--- config.mk ---
export PLATFORM = sky130hd
export DESIGN_NAME = snoop_bus_controller
export DESIGN_NICKNAME = d
export VERILOG_FILES = /design/src/rtl/mesi_pkg.sv /design/src/rtl/rr_arbiter.sv /design/src/rtl/snoop_bus_controller.sv
export SDC_FILE = /design/constraint.sdc
export NUM_CORES = 1
export LEC_CHECK = 0
export BUFFER_PORTS_ARGS = -buffer_cell sky130_fd_sc_hd__clkbuf_2
export CORE_AREA = 4 4 68 70
export DETAILED_ROUTE_END_ITERATION = 8
export DIE_AREA = 0 0 72 74
export PLACE_DENSITY = 0.82
export SETUP_SLACK_MARGIN = 0.15
export SYNTH_ARGS = -nofsm -noshare
export SYNTH_HDL_FRONTEND = slang
export SYNTH_SLANG_ARGS = --single-unit
--- constraint.sdc ---
create_clock -name clock -period 2.4 [get_ports clock]
set_clock_uncertainty 0.1 [all_clocks]
set_input_delay 0.48 -clock clock [delete_from_list [all_inputs] [get_ports clock]]
set_output_delay 0.48 -clock clock [all_outputs]
set_load 0.01 [all_outputs]
--- src/rtl/mesi_pkg.sv ---
// Shared coherence definitions: MESI line states, snooping-bus op codes and
// bus controller state encodings.
package mesi_pkg;

  localparam logic [2:0] MESI_INVALID   = 3'b000;
  localparam logic [2:0] MESI_MODIFIED  = 3'b001;
  localparam logic [2:0] MESI_SHARED    = 3'b010;
  localparam logic [2:0] MESI_EXCLUSIVE = 3'b011;

  typedef enum logic [1:0] {
    OP_NONE       = 2'b00,
    OP_READ_MISS  = 2'b01,
    OP_WRITE_MISS = 2'b10,
    OP_INVALIDATE = 2'b11
  } busOp_t;

  typedef enum logic [2:0] {
    ST_IDLE  = 3'b000,
    ST_BCAST = 3'b001,
    ST_MEM   = 3'b010,
    ST_WB    = 3'b011,
    ST_DONE  = 3'b100
  } ctrlState_t;

  // Op code 00 is reserved and never counts as a request.
  function automatic logic opValid(input logic [1:0] op);
    return (op != 2'b00);
  endfunction

endpackage

--- src/rtl/rr_arbiter.sv ---
// Round-robin arbiter: searches from lastGrant+1 upward, wrapping modulo
// N_CACHES, and returns the first requester as one-hot plus index.
module rr_arbiter #(
  parameter int N_CACHES = 3
) (
  input  logic [N_CACHES-1:0]         request,
  input  logic [$clog2(N_CACHES)-1:0] lastGrant,
  output logic [N_CACHES-1:0]         winner,
  output logic [$clog2(N_CACHES)-1:0] winnerIdx,
  output logic                        anyValid
);

  localparam int IDX_W = $clog2(N_CACHES);

  logic [IDX_W-1:0] cand;
  logic             hit;

  // Priority search starting just after the previous owner.
  always_comb begin
    winner    = {N_CACHES{1'b0}};
    winnerIdx = {IDX_W{1'b0}};
    anyValid  = 1'b0;
    cand      = {IDX_W{1'b0}};
    hit       = 1'b0;
    for (int off = 1; off <= N_CACHES; off++) begin
      cand         = IDX_W'((int'(lastGrant) + off) % N_CACHES);
      hit          = !anyValid && request[cand];
      winner[cand] = winner[cand] | hit;
      winnerIdx    = hit ? cand : winnerIdx;
      anyValid     = anyValid | hit;
    end
  end

endmodule

--- src/rtl/snoop_bus_controller.sv ---
// Snooping-bus controller: arbitrates cache requests, broadcasts one coherence
// op per tenure, then runs a memory read, owner write-back or nothing.
module snoop_bus_controller
  import mesi_pkg::*;
#(
  parameter int N_CACHES = 3,
  parameter int ADDR_W   = 5,
  parameter int MEM_LAT  = 4
) (
  input  logic                         clock,
  input  logic                         reset,
  input  logic [N_CACHES-1:0]          req,
  input  logic [2*N_CACHES-1:0]        req_op,
  input  logic [ADDR_W*N_CACHES-1:0]   req_addr,
  input  logic [N_CACHES-1:0]          snoop_abort,
  output logic [N_CACHES-1:0]          grant,
  output logic                         bus_readMiss,
  output logic                         bus_writeMiss,
  output logic                         bus_invalidate,
  output logic [ADDR_W-1:0]            bus_addr,
  output logic [$clog2(N_CACHES)-1:0]  bus_src,
  output logic                         mem_read,
  output logic                         mem_wb,
  output logic [N_CACHES-1:0]          done,
  output logic                         shared
);

  localparam int SRC_W = $clog2(N_CACHES);
  localparam int CNT_W = $clog2(MEM_LAT + 1);
  localparam logic [N_CACHES-1:0] ONE_HOT = {{(N_CACHES-1){1'b0}}, 1'b1};

  ctrlState_t          state_r, nextState;
  busOp_t              op_r, nextOp, selOp;
  logic [ADDR_W-1:0]   addr_r, nextAddr, selAddr;
  logic [SRC_W-1:0]    src_r, nextSrc, lastGrant_r, nextLastGrant;
  logic                abort_r, nextAbort, maskedAbort;
  logic [CNT_W-1:0]    cnt_r, nextCnt;
  logic [N_CACHES-1:0] reqValid, winner;
  logic [SRC_W-1:0]    winIdx;
  logic                anyValid;

  logic [N_CACHES-1:0] grantNext, doneNext;
  logic                readMissNext, writeMissNext, invalidateNext;
  logic [ADDR_W-1:0]   busAddrNext;
  logic [SRC_W-1:0]    busSrcNext;
  logic                memReadNext, memWbNext, sharedNext;

  // Qualify requests and pick out the winner's op and address.
  always_comb begin
    reqValid = {N_CACHES{1'b0}};
    selOp    = OP_NONE;
    selAddr  = {ADDR_W{1'b0}};
    for (int i = 0; i < N_CACHES; i++) begin
      reqValid[i] = req[i] && opValid(req_op[2*i +: 2]);
      selOp       = (int'(winIdx) == i) ? busOp_t'(req_op[2*i +: 2]) : selOp;
      selAddr     = (int'(winIdx) == i) ? req_addr[ADDR_W*i +: ADDR_W] : selAddr;
    end
  end

  assign maskedAbort = |(snoop_abort & ~(ONE_HOT << src_r));

  rr_arbiter #(.N_CACHES(N_CACHES)) arb (
    .request   (reqValid),
    .lastGrant (lastGrant_r),
    .winner    (winner),
    .winnerIdx (winIdx),
    .anyValid  (anyValid)
  );

  // Next-state and tenure bookkeeping.
  always_comb begin
    nextState     = state_r;
    nextOp        = op_r;
    nextAddr      = addr_r;
    nextSrc       = src_r;
    nextAbort     = abort_r;
    nextCnt       = cnt_r;
    nextLastGrant = lastGrant_r;
    case (state_r)
      ST_IDLE: begin
        if (anyValid) begin
          nextState = ST_BCAST;
          nextOp    = selOp;
          nextAddr  = selAddr;
          nextSrc   = winIdx;
          nextAbort = 1'b0;
        end else begin
          nextState = ST_IDLE;
        end
      end
      ST_BCAST: begin
        nextAbort = maskedAbort;
        if (op_r == OP_INVALIDATE) begin
          nextState = ST_DONE;
        end else if (maskedAbort) begin
          nextState = ST_WB;
        end else begin
          nextState = ST_MEM;
          nextCnt   = CNT_W'(MEM_LAT - 1);
        end
      end
      ST_MEM: begin
        if (cnt_r == {CNT_W{1'b0}}) begin
          nextState = ST_DONE;
        end else begin
          nextCnt = cnt_r - CNT_W'(1);
        end
      end
      ST_WB:   nextState = ST_DONE;
      ST_DONE: begin
        nextLastGrant = src_r;
        nextState     = ST_IDLE;
      end
      default: nextState = ST_IDLE;
    endcase
  end

  // Outputs are registered, so derive them from the state being entered.
  always_comb begin
    grantNext      = {N_CACHES{1'b0}};
    doneNext       = {N_CACHES{1'b0}};
    readMissNext   = 1'b0;
    writeMissNext  = 1'b0;
    invalidateNext = 1'b0;
    busAddrNext    = {ADDR_W{1'b0}};
    busSrcNext     = {SRC_W{1'b0}};
    memReadNext    = (nextState == ST_MEM);
    memWbNext      = (nextState == ST_WB);
    sharedNext     = 1'b0;
    if (nextState != ST_IDLE) begin
      grantNext   = ONE_HOT << nextSrc;
      busAddrNext = nextAddr;
      busSrcNext  = nextSrc;
    end else begin
      grantNext = {N_CACHES{1'b0}};
    end
    if (nextState == ST_BCAST) begin
      readMissNext   = (nextOp == OP_READ_MISS);
      writeMissNext  = (nextOp == OP_WRITE_MISS);
      invalidateNext = (nextOp == OP_INVALIDATE);
    end else begin
      readMissNext = 1'b0;
    end
    if (nextState == ST_DONE) begin
      doneNext   = ONE_HOT << nextSrc;
      sharedNext = nextAbort;
    end else begin
      doneNext = {N_CACHES{1'b0}};
    end
  end

  // State, tenure registers and registered outputs; reset abandons any tenure.
  always_ff @(posedge clock) begin
    if (reset) begin
      state_r        <= ST_IDLE;
      op_r           <= OP_NONE;
      addr_r         <= {ADDR_W{1'b0}};
      src_r          <= {SRC_W{1'b0}};
      abort_r        <= 1'b0;
      cnt_r          <= {CNT_W{1'b0}};
      lastGrant_r    <= SRC_W'(N_CACHES - 1);
      grant          <= {N_CACHES{1'b0}};
      bus_readMiss   <= 1'b0;
      bus_writeMiss  <= 1'b0;
      bus_invalidate <= 1'b0;
      bus_addr       <= {ADDR_W{1'b0}};
      bus_src        <= {SRC_W{1'b0}};
      mem_read       <= 1'b0;
      mem_wb         <= 1'b0;
      done           <= {N_CACHES{1'b0}};
      shared         <= 1'b0;
    end else begin
      state_r        <= nextState;
      op_r           <= nextOp;
      addr_r         <= nextAddr;
      src_r          <= nextSrc;
      abort_r        <= nextAbort;
      cnt_r          <= nextCnt;
      lastGrant_r    <= nextLastGrant;
      grant          <= grantNext;
      bus_readMiss   <= readMissNext;
      bus_writeMiss  <= writeMissNext;
      bus_invalidate <= invalidateNext;
      bus_addr       <= busAddrNext;
      bus_src        <= busSrcNext;
      mem_read       <= memReadNext;
      mem_wb         <= memWbNext;
      done           <= doneNext;
      shared         <= sharedNext;
    end
  end

endmodule
==> reports/qor.yml, run 1 <==
status:
  status: "finished clean"
synthesis:
  syn_avg_cell_area_um2: 8.78
  synthFlopType: "dfxtp_1"
  ys_seq_area_share_pct: 39.8
  synthesis.area_um2: 1860
  ys_types: 50
  synthArstFlopShare_pct: 0
  ys_warn_count: 0
  ys_ff_latch: 37
  synth_fp_nets: 245
  synth-edff-count: 0
  syn_inst: 212
global_route:
  grt_pass1_wl_mm: 7.71
  grt_usage_pct: 18.6
  grt_pass1_vias: 1657
  antenna_found_initial: 0
  grt_overflow: 0
  grt_max_degree: 16
cells_and_area:
  register_area_um2: 743
  final_cells: 322
  multi_input_area_um2: 1100
  area_delta_synth_final_pct: 28.9
  antennaDiodeCount: 0
  drive_gt1_share_pct: 34.2
  nNetsFinal: 304
  fill_cells: 334
  design_area_um2: 2400
detailed_routing:
  firstDrtPassIters: 4
  post-route-drc-count: 0
  wire_per_inst_um: 14.7
  routed_wl_mm: 4.74
  via_per_inst: 5.48
  initialDrtViolationCount: 144
  ant_nets: 0
  vias: 1765
power_and_ir_drop:
  power.density_nw_per_um2: 821
  ir_worst_vdd_uv: 252
  share_comb_of_total_power_pct: 32.4
  p_int_uw: 1330
  clkPwrFrac_pct: 28.8
  p_sw_uw: 640
  p_sw_share_pct: 32.5
  p_seq_share_pct: 38.8
  leakagePower_uw: 0.00112
clock_tree:
  htree_levels: 2
  cts_tree: "yes"
  root_buffer: "clkbuf_8"
  clk_latency_ps: 290
  clkSinkCount: 37
  postCtsSetupBuffers: 0
  path_clk_slew_ps: 80
  numCtsBuffers: 5
  clk_path_buf_depth: 2
timing:
  fin_crit_sh_pct: 90.8
  setup_viol: 0
  tightest_slew_ps: 677
  period_needed_ps: 2180
  rsz0062_at_grt: "yes"
  max_slew_margin_pct: 54.5
  max_freq_ghz: 0.459
  final_max_slew_viol_count: 0
  fin_ws_ps: 220
  hold_viol_final: 0
placed_design:
  place_inst: 313
  dpl_cell_area_um2: 2170
  pre_cts_ws_ps: -9.32
  dpl.hpwl_mm: 3.54
  place_congestion: 0.943
  port_buffers: 47
die:
  num_io_pins: 48
  initial_core_util_pct: 46.8
  fp.dieW_um: 72
  dieArea_um2: 5330
  core_um2: 3970
  die_h_um: 74
  rows: 23
setup_path:
  required_ps: 2460
  r2r_slack_ps: 220
  path_max_fanout: 8
  cp-start-kind: "flip-flop"
  endpoint_kind: "flip-flop"
  critical_path_arrival_ps: 2240
  path_class: "reg -> reg"
  r2r-start: "lastGrant_r[0]$_SDFFE_PP0N_"
  startpoint: "lastGrant_r[0]$_SDFFE_PP0N_"
flow_run:
  maxCapViolations: 0
min_path:
  hold_class: "reg -> reg"
  hp-start: "addr_r[4]$_SDFF_PP0_"
-- power by group through the flow --
stage / clock network, µW / logic, µW / registers, µW
6_report: 566 / 638 / 764
5_1_grt: 595 / 702 / 774
4_1_cts: 571 / 605 / 763
3_5_place_dp: 0 / 578 / 776
3_3_place_gp: 0 / 568 / 772
2_1_floorplan: 0 / 379 / 793
-- kinds of logic (layout without fill, tap and decap cells) --
group	after synthesis	after routing	synth area share (%)
multiplexers	5	5	2.69
buffers and inverters	22	81	6.59
adder cells (fa/ha/maj)	5	5	3.23
AO/OA/AOI/OAI	63	63	26.0
flip-flops	37	37	39.8
AND/OR/NAND/NOR	80	81	21.7
-- metal layers --
layer	wire length [µm]	vias up	part of all wire, %	global-route usage (%)
met4	82	0	1.7	7.93
li1	-	886	-	-
met3	308	8	6.5	3.92
met1	2080	801	44	22.7
met2	2270	70	48	31.9
met5	0	-	0	0
-- Yosys cell counts (all sizes together), types with 2 or more instances --
| master | number | area share [%] |
|---|---|---|
| a2111oi | 2 | 1.3 |
| a211o | 2 | 1.0 |
| a211oi | 8 | 3.9 |
| a21o | 8 | 3.3 |
| a21oi | 11 | 3.0 |
| a221oi | 2 | 0.94 |
| a311oi | 4 | 1.9 |
| a31oi | 2 | 0.67 |
| and2 | 3 | 1.1 |
| buf | 5 | 2.6 |
| clkbuf | 2 | 0.94 |
| dfxtp | 37 | 40 |
| ha | 4 | 2.7 |
| inv | 15 | 3.0 |
| mux2i | 5 | 2.7 |
| nand2 | 12 | 2.4 |
| nand2b | 4 | 1.3 |
| nand3 | 9 | 2.7 |
| nor2 | 26 | 5.2 |
| nor2b | 3 | 1.0 |
| nor3 | 14 | 4.4 |
| o211a | 2 | 1.1 |
| o211ai | 3 | 1.5 |
| o21a | 3 | 1.2 |
| o21ai | 9 | 3.0 |
| o21bai | 2 | 0.81 |
| or3 | 5 | 1.9 |
-- stage by stage --
step	TNS [ps]	hold slack, ps	utilization [%]	total power (µW)
finish	0	362	60.4	1970
CTS	0	360	59.4	1940
global route	0	378	60.4	2070
floorplan	0	327	-	1170
detailed placement	-21.1	345	54.8	1350
global placement	0	334	54.8	1340
-- sequential cells by signal, indices dropped and copies added (netlist names) --
signal,flops
addr_r,5
bus_addr,5
cnt_r,3
done,3
grant,3
state_r,3
bus_src,2
lastGrant_r,2
op_r,2
src_r,2
abort_r,1
bus_invalidate,1
bus_readMiss,1
bus_writeMiss,1
mem_read,1
mem_wb,1
shared,1
-- path summary, 6_finish.rpt --
check                                end  cells after the start
setup / recovery  bus_addr[3]$_SDFF_PP0_                      7
hold / removal      addr_r[4]$_SDFF_PP0_                      1
setup reg to reg  bus_addr[3]$_SDFF_PP0_                      7
hold reg to reg     addr_r[4]$_SDFF_PP0_                      1
-- worst max-delay path, cell delays in order (launching register included) --
cell	delay [ps]
dfxtp_2	350
inv_1	70
ha_4	280
and3_2	240
a211oi_4	350
o31ai_1	190
a2111oi_4	380
a211oi_1	90
-- final cells by class --
cell class	instances	share of cell area, %
clock buffer	6	3.44
clock inverter	2	1.56
inverter	15	2.35
multi-input combinational	154	45.8
sequential	37	31.0
tap	50	2.61
timing repair buffer	58	13.2
-- cells in the final DEF, fill, tap and decap left out, types with 2 or more instances in the layout --
| cell type | netlist | layout |
|---|---|---|
| and2_1 | 2 | 2 |
| ha_1 | 4 | 2 |
| dfxtp_2 | 0 | 2 |
| a311oi_2 | 0 | 4 |
| a21oi_1 | 11 | 11 |
| o21ai_0 | 7 | 7 |
| clkbuf_8 | 1 | 6 |
| clkbuf_2 | 0 | 47 |
| buf_4 | 2 | 11 |
| mux2i_1 | 5 | 3 |
| o211ai_1 | 2 | 2 |
| a221oi_1 | 2 | 2 |
| nand2b_1 | 4 | 4 |
| o211a_1 | 2 | 2 |
| nor3_1 | 13 | 13 |
| or3_1 | 4 | 4 |
| nand2_1 | 12 | 12 |
| nor2_1 | 26 | 26 |
| nor2b_1 | 3 | 3 |
| o21a_1 | 3 | 3 |
| a31oi_1 | 2 | 2 |
| o21bai_1 | 2 | 2 |
| inv_1 | 15 | 15 |
| dfxtp_1 | 37 | 35 |
| mux2i_2 | 0 | 2 |
| nand3_1 | 8 | 8 |
| a211oi_1 | 7 | 6 |
| a21o_1 | 7 | 7 |
-- repair_timing --
item / in CTS / in global routing
setup endpoints to repair: 23 / 22
cloned: 0 / 1
endpoints found under the hold margin: 0 / 0
hold buffers: 0 / 0
pin swaps: 3 / 4
resized for setup: 10 / 8
(Power assumes the default switching activity.)
==> run 2, diff against run 1 <==
CORE_AREA = 4 4 69 71   (was 4 4 68 70)
DIE_AREA = 0 0 73 75   (was 0 0 72 74)
PLACE_DENSITY = 0.81   (was 0.82)
SYNTH_HIERARCHICAL = 1   (was not set)
==> reports/qor.yml, run 2 <==
clock_tree:
  clkSinkCount: 37  # unchanged
  path_clk_slew_ps: 80  # about the same
  cts_hold_buffers: 0  # unchanged
  cts_tree: "yes"
  clk_latency_ps: 300  # about the same
  root_buffer: "clkbuf_8"
  htree_levels: 2  # unchanged
  numCtsBuffers: 5  # unchanged
  clk_path_buf_depth: 2  # unchanged
setup_path:
  cp-start-kind: "flip-flop"
  path_buf_inv: 3  # +2
  path_max_fanout: 6  # -2
  worst_path_max_delay_cell: "or3_4"
  critical_path_arrival_ps: 2630  # +390 ps
  endpoint_kind: "flip-flop"
  cp_top_family: "simple AND/OR/NAND/NOR gates"
  required_ps: 2470  # about the same
  cp_common_cell: "mux2i_1"
  path_class: "reg -> reg"
  crit_chain: "inv_2 > ha_4 > buf_4 > a21oi_2 > or3_4 > o31ai_4 > buf_6 > mux2i_1 > o2bb2ai_1 > mux2i_1 > nor2_1"
  cp_slowest_stage_delay_ps: 420  # +40 ps
timing:
  hold_viol_final: 0  # unchanged
  final_max_slew_viol_count: 0  # unchanged
  max_slew_margin_pct: 62.9  # +8.3 points
  rsz0062_at_grt: "yes"
  fin_crit_sh_pct: 106  # +16 points
  period_needed_ps: 2560  # +376 ps
  fin_ws_ps: -155  # -376 ps
  setup_viol: 18  # +18
  tightest_slew_ps: 555  # -123 ps
  max_freq_ghz: 0.391  # -15%
detailed_routing:
  vias: 1676  # -5.0%
  ant_nets: 0  # unchanged
  firstDrtPassIters: 4  # unchanged
  via_per_inst: 5.25  # -4.1%
  routed_wl_mm: 5.15  # +8.6%
  wire_per_inst_um: 16.1  # +9.7%
  initialDrtViolationCount: 124  # -14%
  post-route-drc-count: 0  # unchanged
synthesis:
  syn_inst: 194  # -8.5%
  syn_avg_cell_area_um2: 9.04  # +3.0%
  synth_fp_nets: 228  # -6.9%
  ys_warn_count: 6  # +6
  synthesis.area_um2: 1750  # -5.7%
global_route:
  antenna_found_initial: 0  # unchanged
  grt_max_degree: 19  # +3
  grt_overflow: 0  # unchanged
  grt_pass1_vias: 1675  # +1.1%
  grt_usage_pct: 18.7  # +0.15 points
  grt_pass1_wl_mm: 7.79  # +1.1%
placed_design:
  place_congestion: 0.877  # -7.0%
  port_buffers: 47  # unchanged
  dpl.hpwl_mm: 3.07  # -13%
  pre_cts_ws_ps: -226  # -217 ps
min_path:
  hold_class: "reg -> reg"
die:
  die_h_um: 75  # +1.4%
  num_io_pins: 48  # unchanged
  fp.dieW_um: 73  # +1.4%
  initial_core_util_pct: 41.4  # -5.4 points
  core_um2: 4230  # +6.6%
  rows: 24  # +4.3%
  dieArea_um2: 5480  # +2.8%
cells_and_area:
  final_cell_mix: "47 x clkbuf_2, 37 x nor2_1, 35 x dfxtp_1"
  reg.largest.list: "addr_r: 5 flops, bus_addr: 5 flops"
  layout.cells.most_common: "clkbuf_2"
  final_util_pct: 60.5  # +0.094 points
  area_delta_synth_final_pct: 46.0
  nNetsFinal: 300  # -1.3%
  drive_gt1_share_pct: 44.9  # +11 points
  antennaDiodeCount: 0  # unchanged
status:
  violations: "setup timing"
  status: "finished, violations left"
power_and_ir_drop:
  leakagePower_uw: 0.00113  # +1.3%
  power.density_nw_per_um2: 714  # -13%
  ir_worst_vdd_uv: 413  # +64%
flow_run:
  maxCapViolations: 0  # unchanged
[run 2: final cells by class]
type	instances	area (µm²)
Tap cell	52	65.1
Timing Repair Buffer	78	528
Multi-Input combinational cell	136	1100
Clock buffer	6	82.6
Clock inverter	2	13.8
Sequential cell	37	746
Fill cell	323	1670
Inverter	8	30.0
[run 2: timing repair]
action / CTS / global route
gates resized for setup: 26 / 15
cloned: 2 / 0
pin swaps: 19 / 16
setup buffers: 5 / 4
setup endpoints to repair: 25 / 28
[run 2: report_power, final]
part	total (µW)	leakage [µW]	internal [µW]	switching [µW]
Sequential	737	0.000302	684	52.7
Combinational	620	0.000777	310	310
Clock	472	0.0000512	233	239
[run 2: worst paths after layout]
path	from	depth (start not counted)	to	slack (ps)
setup / recovery	lastGrant_r[0]$_SDFFE_PP0N_	11	addr_r[2]$_SDFF_PP0_	-160
hold reg to reg	cnt_r[1]$_SDFFE_PP0P_	1	cnt_r[1]$_SDFFE_PP0P_	380
setup reg to reg	lastGrant_r[0]$_SDFFE_PP0N_	11	addr_r[2]$_SDFF_PP0_	-160
hold / removal	cnt_r[1]$_SDFFE_PP0P_	1	cnt_r[1]$_SDFFE_PP0P_	380
[run 2: per-stage QoR]
step	std cells	area (µm²)	TNS, ps	total power [µW]	hold slack [ps]
floorplan	194	1810	0	1060	348
global placement	300	2170	-2150	1170	363
detailed placement	300	2170	-2630	1190	368
CTS	315	2460	-1240	1750	385
global route	319	2560	-3440	1920	422
finish	319	2560	-1500	1830	378
[run 2: metal layers]
layer,share of wire (%),up-vias,GRT usage (%)
li1,-,813,-
met5,0,-,0
met1,38,789,20.6
met2,53,57,33.9
met3,5.7,17,3.74
met4,3.1,0,10.0
